## src/rtl/uart_pkg.sv

```systemverilog
// Shared types and helpers for the UART transceiver.
package uart_pkg;

  localparam logic [1:0] PAR_NONE = 2'd0;
  localparam logic [1:0] PAR_ODD  = 2'd1;
  localparam logic [1:0] PAR_EVEN = 2'd2;

  typedef enum logic [2:0] {TxIdle, TxStart, TxData, TxParity, TxStop} tx_state_t;
  typedef enum logic [2:0] {RxIdle, RxStart, RxData, RxParity, RxStop} rx_state_t;

  // Parity bit for a zero-extended data word; odd mode inverts the XOR.
  function automatic logic parity_bit(input logic [8:0] data, input logic [1:0] mode);
    return (^data) ^ (mode == PAR_ODD);
  endfunction

endpackage

```

## src/rtl/uart_baud_gen.sv

```systemverilog
// Oversampling tick prescaler; divisor is captured on restart.
module uart_baud_gen #(
  parameter int unsigned DIV_W = 16
) (
  input  logic             clk_i,
  input  logic             rst_i,
  input  logic             restart_i,
  input  logic [DIV_W-1:0] div_i,
  output logic             tick_o
);

  logic [DIV_W-1:0] cnt_q, div_q;

  // Count 0..div_q, wrapping; restart zeroes the count and latches a new divisor.
  always_ff @(posedge clk_i) begin
    if (rst_i) begin
      cnt_q <= '0;
      div_q <= '0;
    end else if (restart_i) begin
      cnt_q <= '0;
      div_q <= div_i;
    end else if (cnt_q == div_q) begin
      cnt_q <= '0;
    end else begin
      cnt_q <= cnt_q + 1'b1;
    end
  end

  assign tick_o = (cnt_q == div_q);

endmodule

```

## src/rtl/uart_xcvr.sv

```systemverilog
// Full-duplex UART: independent TX and RX engines, each with its own prescaler.
module uart_xcvr
  import uart_pkg::*;
#(
  parameter int unsigned DATA_BITS  = 8,
  parameter int unsigned PARITY     = 0,
  parameter int unsigned STOP_BITS  = 1,
  parameter int unsigned OVERSAMPLE = 16,
  parameter int unsigned DIV_W      = 16
) (
  input  logic                 clk_i,
  input  logic                 rst_i,
  input  logic [DIV_W-1:0]     baud_div_i,
  input  logic [DATA_BITS-1:0] tx_data_i,
  input  logic                 tx_valid_i,
  output logic                 tx_ready_o,
  output logic                 tx_busy_o,
  output logic                 tx_o,
  input  logic                 rx_i,
  output logic [DATA_BITS-1:0] rx_data_o,
  output logic                 rx_valid_o,
  input  logic                 rx_ready_i,
  output logic                 rx_frame_err_o,
  output logic                 rx_parity_err_o,
  output logic                 rx_overrun_o
);

  localparam int unsigned    OsW       = $clog2(OVERSAMPLE);
  localparam logic [OsW-1:0] OsLast    = OsW'(OVERSAMPLE - 1);
  localparam logic [OsW-1:0] OsHalf    = OsW'(OVERSAMPLE / 2 - 1);
  localparam logic [3:0]     DataLast  = 4'(DATA_BITS - 1);
  localparam logic [3:0]     StopLast  = 4'(STOP_BITS - 1);
  localparam logic [1:0]     ParMode   = 2'(PARITY);
  localparam logic           HasParity = (ParMode != PAR_NONE);

  // ---------------- TX engine ----------------
  tx_state_t            tx_state_q, tx_state_d;
  logic [DATA_BITS-1:0] tx_shift_q, tx_shift_d;
  logic [3:0]           tx_bit_q, tx_bit_d;
  logic [OsW-1:0]       tx_os_q, tx_os_d;
  logic                 tx_par_q, tx_par_d;
  logic                 tx_q, tx_d;
  logic                 tx_restart, tx_tick, tx_bit_end;

  uart_baud_gen #(.DIV_W(DIV_W)) u_tx_baud (
    .clk_i    (clk_i),
    .rst_i    (rst_i),
    .restart_i(tx_restart),
    .div_i    (baud_div_i),
    .tick_o   (tx_tick)
  );

  // TX state register; line idles high.
  always_ff @(posedge clk_i) begin
    if (rst_i) begin
      tx_state_q <= TxIdle;
      tx_shift_q <= '0;
      tx_bit_q   <= '0;
      tx_os_q    <= '0;
      tx_par_q   <= 1'b0;
      tx_q       <= 1'b1;
    end else begin
      tx_state_q <= tx_state_d;
      tx_shift_q <= tx_shift_d;
      tx_bit_q   <= tx_bit_d;
      tx_os_q    <= tx_os_d;
      tx_par_q   <= tx_par_d;
      tx_q       <= tx_d;
    end
  end

  // TX next state: the next bit value is registered on the last tick of the current bit.
  always_comb begin
    tx_state_d = tx_state_q;
    tx_shift_d = tx_shift_q;
    tx_bit_d   = tx_bit_q;
    tx_os_d    = tx_os_q;
    tx_par_d   = tx_par_q;
    tx_d       = tx_q;
    tx_restart = 1'b0;
    tx_bit_end = tx_tick && (tx_os_q == OsLast);
    if (tx_state_q != TxIdle && tx_tick) tx_os_d = tx_bit_end ? '0 : tx_os_q + 1'b1;
    unique case (tx_state_q)
      TxIdle: if (tx_valid_i) begin
        tx_restart = 1'b1;
        tx_shift_d = tx_data_i;
        tx_par_d   = parity_bit(9'(tx_data_i), ParMode);
        tx_os_d    = '0;
        tx_d       = 1'b0;
        tx_state_d = TxStart;
      end
      TxStart: if (tx_bit_end) begin
        tx_d       = tx_shift_q[0];
        tx_shift_d = tx_shift_q >> 1;
        tx_bit_d   = '0;
        tx_state_d = TxData;
      end
      TxData: if (tx_bit_end) begin
        if (tx_bit_q == DataLast) begin
          tx_bit_d = '0;
          if (HasParity) begin
            tx_d       = tx_par_q;
            tx_state_d = TxParity;
          end else begin
            tx_d       = 1'b1;
            tx_state_d = TxStop;
          end
        end else begin
          tx_bit_d   = tx_bit_q + 4'd1;
          tx_d       = tx_shift_q[0];
          tx_shift_d = tx_shift_q >> 1;
        end
      end
      TxParity: if (tx_bit_end) begin
        tx_d       = 1'b1;
        tx_bit_d   = '0;
        tx_state_d = TxStop;
      end
      TxStop: if (tx_bit_end) begin
        if (tx_bit_q == StopLast) tx_state_d = TxIdle;
        else                      tx_bit_d   = tx_bit_q + 4'd1;
        tx_d = 1'b1;
      end
      default: tx_state_d = TxIdle;
    endcase
  end

  assign tx_o       = tx_q;
  assign tx_ready_o = (tx_state_q == TxIdle);
  assign tx_busy_o  = ~tx_ready_o;

  // ---------------- RX engine ----------------
  rx_state_t            rx_state_q, rx_state_d;
  logic [DATA_BITS-1:0] rx_shift_q, rx_shift_d;
  logic [3:0]           rx_bit_q, rx_bit_d;
  logic [OsW-1:0]       rx_os_q, rx_os_d;
  logic                 rx_armed_q, rx_armed_d;
  logic                 rx_perr_q, rx_perr_d;
  logic                 rx_meta_q, rx_s_q;
  logic                 rx_restart, rx_tick, rx_sample, rx_done;
  logic [DATA_BITS-1:0] rx_data_q;
  logic                 rx_valid_q, rx_ferr_out_q, rx_perr_out_q, rx_ovr_q;

  uart_baud_gen #(.DIV_W(DIV_W)) u_rx_baud (
    .clk_i    (clk_i),
    .rst_i    (rst_i),
    .restart_i(rx_restart),
    .div_i    (baud_div_i),
    .tick_o   (rx_tick)
  );

  // Synchroniser resets low so a line that is low out of reset cannot arm the receiver.
  always_ff @(posedge clk_i) begin
    if (rst_i) begin
      rx_meta_q <= 1'b0;
      rx_s_q    <= 1'b0;
    end else begin
      rx_meta_q <= rx_i;
      rx_s_q    <= rx_meta_q;
    end
  end

  // RX state register.
  always_ff @(posedge clk_i) begin
    if (rst_i) begin
      rx_state_q <= RxIdle;
      rx_shift_q <= '0;
      rx_bit_q   <= '0;
      rx_os_q    <= '0;
      rx_armed_q <= 1'b0;
      rx_perr_q  <= 1'b0;
    end else begin
      rx_state_q <= rx_state_d;
      rx_shift_q <= rx_shift_d;
      rx_bit_q   <= rx_bit_d;
      rx_os_q    <= rx_os_d;
      rx_armed_q <= rx_armed_d;
      rx_perr_q  <= rx_perr_d;
    end
  end

  // RX next state: half a bit to the start centre, then one full bit per sample.
  always_comb begin
    rx_state_d = rx_state_q;
    rx_shift_d = rx_shift_q;
    rx_bit_d   = rx_bit_q;
    rx_os_d    = rx_os_q;
    rx_armed_d = rx_armed_q;
    rx_perr_d  = rx_perr_q;
    rx_restart = 1'b0;
    rx_done    = 1'b0;
    rx_sample  = rx_tick && (rx_os_q == ((rx_state_q == RxStart) ? OsHalf : OsLast));
    if (rx_state_q != RxIdle && rx_tick) rx_os_d = rx_sample ? '0 : rx_os_q + 1'b1;
    unique case (rx_state_q)
      RxIdle: begin
        if (rx_s_q) begin
          rx_armed_d = 1'b1;
        end else if (rx_armed_q) begin
          rx_armed_d = 1'b0;
          rx_restart = 1'b1;
          rx_os_d    = '0;
          rx_state_d = RxStart;
        end
      end
      RxStart: if (rx_sample) begin
        if (rx_s_q) begin
          rx_state_d = RxIdle;  // glitch, not a start bit
        end else begin
          rx_bit_d   = '0;
          rx_perr_d  = 1'b0;
          rx_state_d = RxData;
        end
      end
      RxData: if (rx_sample) begin
        rx_shift_d = {rx_s_q, rx_shift_q[DATA_BITS-1:1]};
        if (rx_bit_q == DataLast) rx_state_d = HasParity ? RxParity : RxStop;
        else                      rx_bit_d   = rx_bit_q + 4'd1;
      end
      RxParity: if (rx_sample) begin
        rx_perr_d  = rx_s_q ^ parity_bit(9'(rx_shift_q), ParMode);
        rx_state_d = RxStop;
      end
      RxStop: if (rx_sample) begin
        rx_done    = 1'b1;
        rx_state_d = RxIdle;
      end
      default: rx_state_d = RxIdle;
    endcase
  end

  // One-entry output register; a full, unconsumed entry drops the new word and flags overrun.
  always_ff @(posedge clk_i) begin
    if (rst_i) begin
      rx_data_q     <= '0;
      rx_valid_q    <= 1'b0;
      rx_ferr_out_q <= 1'b0;
      rx_perr_out_q <= 1'b0;
      rx_ovr_q      <= 1'b0;
    end else begin
      rx_ovr_q <= 1'b0;
      if (rx_done && (!rx_valid_q || rx_ready_i)) begin
        rx_data_q     <= rx_shift_q;
        rx_ferr_out_q <= ~rx_s_q;
        rx_perr_out_q <= rx_perr_q;
        rx_valid_q    <= 1'b1;
      end else if (rx_done) begin
        rx_ovr_q <= 1'b1;
      end else if (rx_valid_q && rx_ready_i) begin
        rx_valid_q <= 1'b0;
      end
    end
  end

  assign rx_data_o       = rx_data_q;
  assign rx_valid_o      = rx_valid_q;
  assign rx_frame_err_o  = rx_ferr_out_q;
  assign rx_parity_err_o = rx_perr_out_q;
  assign rx_overrun_o    = rx_ovr_q;

endmodule

```

## config.mk

```make
export PLATFORM = sky130hd
export DESIGN_NAME = uart_xcvr
export DESIGN_NICKNAME = d
export VERILOG_FILES = /design/src/rtl/uart_pkg.sv /design/src/rtl/uart_baud_gen.sv /design/src/rtl/uart_xcvr.sv
export SDC_FILE = /design/constraint.sdc
export NUM_CORES = 1
export LEC_CHECK = 0
export CAP_MARGIN = 25
export CORE_MARGIN = 2
export CORE_UTILIZATION = 50
export DETAILED_ROUTE_END_ITERATION = 6
export PLACE_DENSITY = 0.75
export SLEW_MARGIN = 10
export SYNTH_ARGS = -nofsm -noshare
export SYNTH_HDL_FRONTEND = slang
export SYNTH_SLANG_ARGS = --single-unit
```

## constraint.sdc

```tcl
create_clock -name clk_i -period 1.95 [get_ports clk_i]
set_input_delay 0.39 -clock clk_i [delete_from_list [all_inputs] [get_ports clk_i]]
set_output_delay 0.39 -clock clk_i [all_outputs]
set_load 0.02 [all_outputs]
```

# Word level (Yosys, flattened, before mapping)
# Cells that the tools add are included.
[op_classes]
addsub = 6
eq_ne = 35
muxes = 65
n_bitwise = 3
n_reduce_logical = 34
[op_table]
columns = ["op", "count"]
rows = [
  ["$mux 4", 19],
  ["$mux 3", 14],
  ["$ne 2x2->1 const B", 18],
  ["$add 16x1->16 const B", 2],
  ["$eq 16x16->1", 2],
  ["$mux 8", 4],
  ["$pmux 3 s5", 2],
  ["$pmux 8 s3", 1],
  ["$mux 1", 20],
  ["$reduce_and 5->1", 4],
  ["$add 4x1->4 const B", 4],
  ["$reduce_and 7->1", 2],
  ["$eq 3x2->1 const B", 4],
  ["$pmux 4 s3", 1],
  ["$reduce_bool 3->1", 4],
  ["$reduce_xor 9->1", 1],
  ["$eq 4x3->1 const B", 2],
  ["$pmux 4 s2", 1],
  ["$eq 3x1->1 const B", 2],
  ["$eq 3x3->1 const B", 2],
  ["$logic_and 1x1->1", 6],
  ["$logic_not 3->1", 2],
  ["$ne 2x1->1 const B", 3],
  ["$reduce_bool 2->1", 3],
  ["15 further kinds", 20],
]
[word_totals]
reg_bits = 119
input_bits = 29
out_inout_bits = 15
word_cells = 165

# Depth between registers and ports, before layout
[depth]
ltp_word = 9
depth_mapped = 8
depth_no_buf = 7

# Hierarchy
# From an unflattened synthesis, not the netlist that was laid out.
[hier_totals]
cells_unflattened = 591
area_unflattened_um2 = 5705.5
[modules_own_cells]
columns = ["module", "instances", "cells_per_inst", "area_per_inst_um2", "seq_area_each_um2"]
rows = [
  ["uart_baud_gen", 2, 153, 1542.7, 640.6],
  ["uart_xcvr", 1, 285, 2620.0, 1101.1],
]

# Worst setup path before layout
# No wires, ideal clock.
[synth_path]
path_kind = "flip-flop to flip-flop"
start = "register u_rx_baud.cnt_q[3]"
end = "register rx_ferr_out_q (netlist: rx_frame_err_o)"
setup_time_ps = 123
t_arrival_ps = 1830
required_ps = 1827
path_slack_ps = -3
stages_incl_launch_ff = 9
n_path_buf = 3
path_cell_list = "dfxtp_1 > buf_6 > xor2_2 > nor4_2 > and4_2 > buf_4 > and4_1 > buf_6 > mux2_1"
[synth_between]
elab_chain_cells = 5
[synth_lines]
columns = ["element", "line", "rtl"]
rows = [
  ["start, declared", "uart_baud_gen.sv:12", "logic [DIV_W-1:0] cnt_q, div_q;"],
  ["start signal, assigned", "uart_baud_gen.sv:25", "cnt_q <= cnt_q + 1'b1;"],
  ["$eq 16x16->1", "uart_baud_gen.sv:29", "assign tick_o = (cnt_q == div_q);"],
  ["$logic_and 1x1->1", "uart_xcvr.sv:192", "rx_sample = rx_tick && (rx_os_q == ((rx_state_q == RxStart) ? OsHalf : OsLast));"],
  ["$mux 1", "uart_xcvr.sv:223", "RxStop: if (rx_sample) begin"],
  ["$mux 1", "uart_xcvr.sv:194", "unique case (rx_state_q)"],
  ["$logic_and 1x1->1", "uart_xcvr.sv:241", "if (rx_done && (!rx_valid_q || rx_ready_i)) begin"],
  ["end signal, assigned", "uart_xcvr.sv:243", "rx_ferr_out_q <= ~rx_s_q;"],
  ["end, declared", "uart_xcvr.sv:142", "logic rx_valid_q, rx_ferr_out_q, rx_perr_out_q, rx_ovr_q;"],
]
# Every way passes these cells.
# A chain may end at the register's enable or synchronous reset.

# Worst setup path after layout
[layout_path]
start = "register u_rx_baud.div_q[14]"
end = "register rx_ferr_out_q (netlist: rx_frame_err_o)"
[layout_between]
elab_chain_cells = 5
[layout_lines]
columns = ["element", "line", "rtl"]
rows = [
  ["start, declared", "uart_baud_gen.sv:12", ""],
  ["start signal, assigned", "uart_baud_gen.sv:21", "div_q <= div_i;"],
  ["$eq 16x16->1", "uart_baud_gen.sv:29", ""],
  ["$logic_and 1x1->1", "uart_xcvr.sv:192", ""],
  ["$mux 1", "uart_xcvr.sv:223", ""],
  ["$mux 1", "uart_xcvr.sv:194", ""],
  ["$logic_and 1x1->1", "uart_xcvr.sv:241", ""],
]
# Every way passes these cells.

==> metrics.cfg <==
[status]
outcome = finished with violations
violations = negative setup slack

[grt]
grt_usage_pct = 23.3
grt_pass1_vias = 5233
grt-ovfl-total = 0
antenna_found_initial = 0
grt_max_degree = 39
grt_pass1_wl_um = 23600

[critical_path]
arrival_ns = 2.31
crit_fanout = 3
worstSetupEndpointType = flop
critPathRequiredTime_ns = 2.26
crit_path_start_kind = flop
crit_type = flop to flop

[detailed_routing]
viasPerCell = 5.66
via_count = 5251
routedWlPerCell_um = 15.5
antenna_left = 0
drc = 0
first_pass_iters = 7
wl_um = 14400
drtIter0Drc = 327

[synthesis]
synthCells = 686
yosysWarnings = 0
synth-main-ff-cell = dfxtp_1
async_flop_share_pct = 0
synthesis.area_um2 = 5720
syn_nets = 722
netlist.area_leader.share_pct = 41.6
netlist_top_cells_count = dfxtp_1, nand2_1, nor2_1
netlist_top_cells_area = dfxtp_1, nand2_1, xor2_1, a21oi_1, nor2_1
synth_area_per_cell_um2 = 8.34
ys_seq_elements = 119
yosysUniqueCellTypes = 58
post-synth-top-area-cell = dfxtp_1
ys_seq_area_share_pct = 41.6
synth_edf_count = 0

[placed_design]
dp_hpwl_um = 9760
place_congestion = 0.904
place_inst = 890
place_area_um2 = 6580
io_buffers = 43

[die]
die_h_um = 111
coreArea_um2 = 11300
io_pins = 44
start_util_pct = 50.7
die_w_um = 111
rows = 39
dieArea_um2 = 12300

[clocking]
cts-buffers-inserted = 17
clk_latency_ns = 0.42
path_clk_slew_ns = 0.06
clock-sinks = 119
cts-root-buf = clkbuf_16
cts_tree = built
h-tree-depth = 4
clock_path_buffers = 2

[cells_and_area]
nets = 807
diodes = 0
fillCellCount = 913
fin_cells = 927
synthToLayoutAreaGrowth_pct = 29.0
final_cell_area_um2 = 7380
drive_above_1_share_pct = 18.0
fin_util_pct = 65.5

[timing]
slew_headroom_pct = 44.1
clock_skew_ns = 0.00649
max_freq_mhz = 499
layout_worst_path_cycle_share_pct = 103
fin_ws_ns = -0.0550
rsz0062_at_grt = true
whs_ns = 0.321
finalMaxSlewViolations = 0
setup-violations-final = 14
period_minus_slack_ns = 2.00
tightestPinTransition_ns = 0.832
finalHoldViolations = 0

[hold_path]
hp-class = input port to flop

[power]
p_total_mw = 6.87
peakVddDrop_mv = 0.943
p_leak_nw = 2.86
power_density_nw_per_um2 = 931

[flow_run]
cap_violations = 0

routing by layer:
metal  track usage (%)  share of wire (%)  wire length, um
met1              28.4                 44             6280
met2              40.1                 50             7170
met3              5.63                4.4              629
met4              8.67                2.0              286
met5                 0                  0                0
final timing paths:
check	from	endpoint	slack, ns	depth (start not counted)
max	u_rx_baud.div_q[14]	rx_frame_err_o	-0.05	7
min	rst_i	tx_shift_q[7]	0.32	2
min reg2reg	rx_meta_q	rx_s_q	0.46	1
max reg2reg	u_rx_baud.div_q[14]	rx_frame_err_o	-0.05	7
per-stage QoR:
stage	setup WS (ns)	TNS, ns
2_1_floorplan	0.0160	0
3_3_place_gp	-0.0657	-0.814
3_5_place_dp	-0.143	-1.72
4_1_cts	-0.0435	-0.0670
5_1_grt	-0.168	-2.08
6_report	-0.0550	-0.380
registers in the layout, summed over array words and instances, names as in the netlist, 8 cells and up:
register         cells
u_rx_baud.cnt_q     16
u_tx_baud.cnt_q     16
u_rx_baud.div_q     16
rx_data_o            8
u_tx_baud.div_q     16
tx_shift_q           8
rx_shift_q           8
repair_timing:
action	in CTS	in global routing
resized for setup	12	41
pin swaps	6	6
gates cloned	1	1
buffers inserted	1	2
hold buffers	0	0
setup endpoints to repair	24	38
area by class of cell:
type,instances,area (um2),area share (%)
multi-input cells,518,3240,44.0
clock buffers,22,484,6.56
repair buffers,106,931,12.6
well taps,143,179,2.42
clock inverters,10,120,1.63
inverters,9,33.8,0.458
flip-flops and latches,119,2390,32.4
where the power goes:
group          leakage, nW  internal [mW]  switching [mW]
Combinational         1.61          0.482           0.647
Clock                0.281           2.02            1.14
Sequential           0.967           2.52          0.0683
Total                 2.86           5.01            1.85
worst max-delay path, cell delays in order (launching register included):
cell and delay [ns]:
dfxtp_2 0.32, xor2_1 0.16, nor4_2 0.33, buf_4 0.17, buf_4 0.09, and4_4 0.25, and4_4 0.26, mux2_4 0.30
cell usage in the layout (no fill, tap or decap), drive strengths merged, types with 8 or more instances in the layout:
| cell | n |
|---|---|
| nand4 | 14 |
| nor2 | 62 |
| buf | 64 |
| nor3 | 9 |
| nand3 | 24 |
| and3 | 9 |
| mux2 | 8 |
| o21ai | 26 |
| nor2b | 12 |
| xnor2 | 22 |
| a31oi | 8 |
| xor2 | 49 |
| nand2 | 119 |
| clkdlybuf4s50 | 40 |
| inv | 9 |
| mux2i | 19 |
| nor4 | 10 |
| dfxtp | 119 |
| clkbuf | 22 |
| a21oi | 54 |
cell families after synthesis:
group | count (synthesis) | synth area share, %
AO/OA/AOI/OAI | 118 | 12.3
XOR/XNOR | 71 | 11.0
buffers and inverters | 49 | 3.89
AND/OR/NAND/NOR | 295 | 24.7
adder cells (fa/ha/maj) | 7 | 1.53
flip-flops | 119 | 41.6
multiplexers | 27 | 4.90
Note: power is estimated with default switching activity, not from simulation.
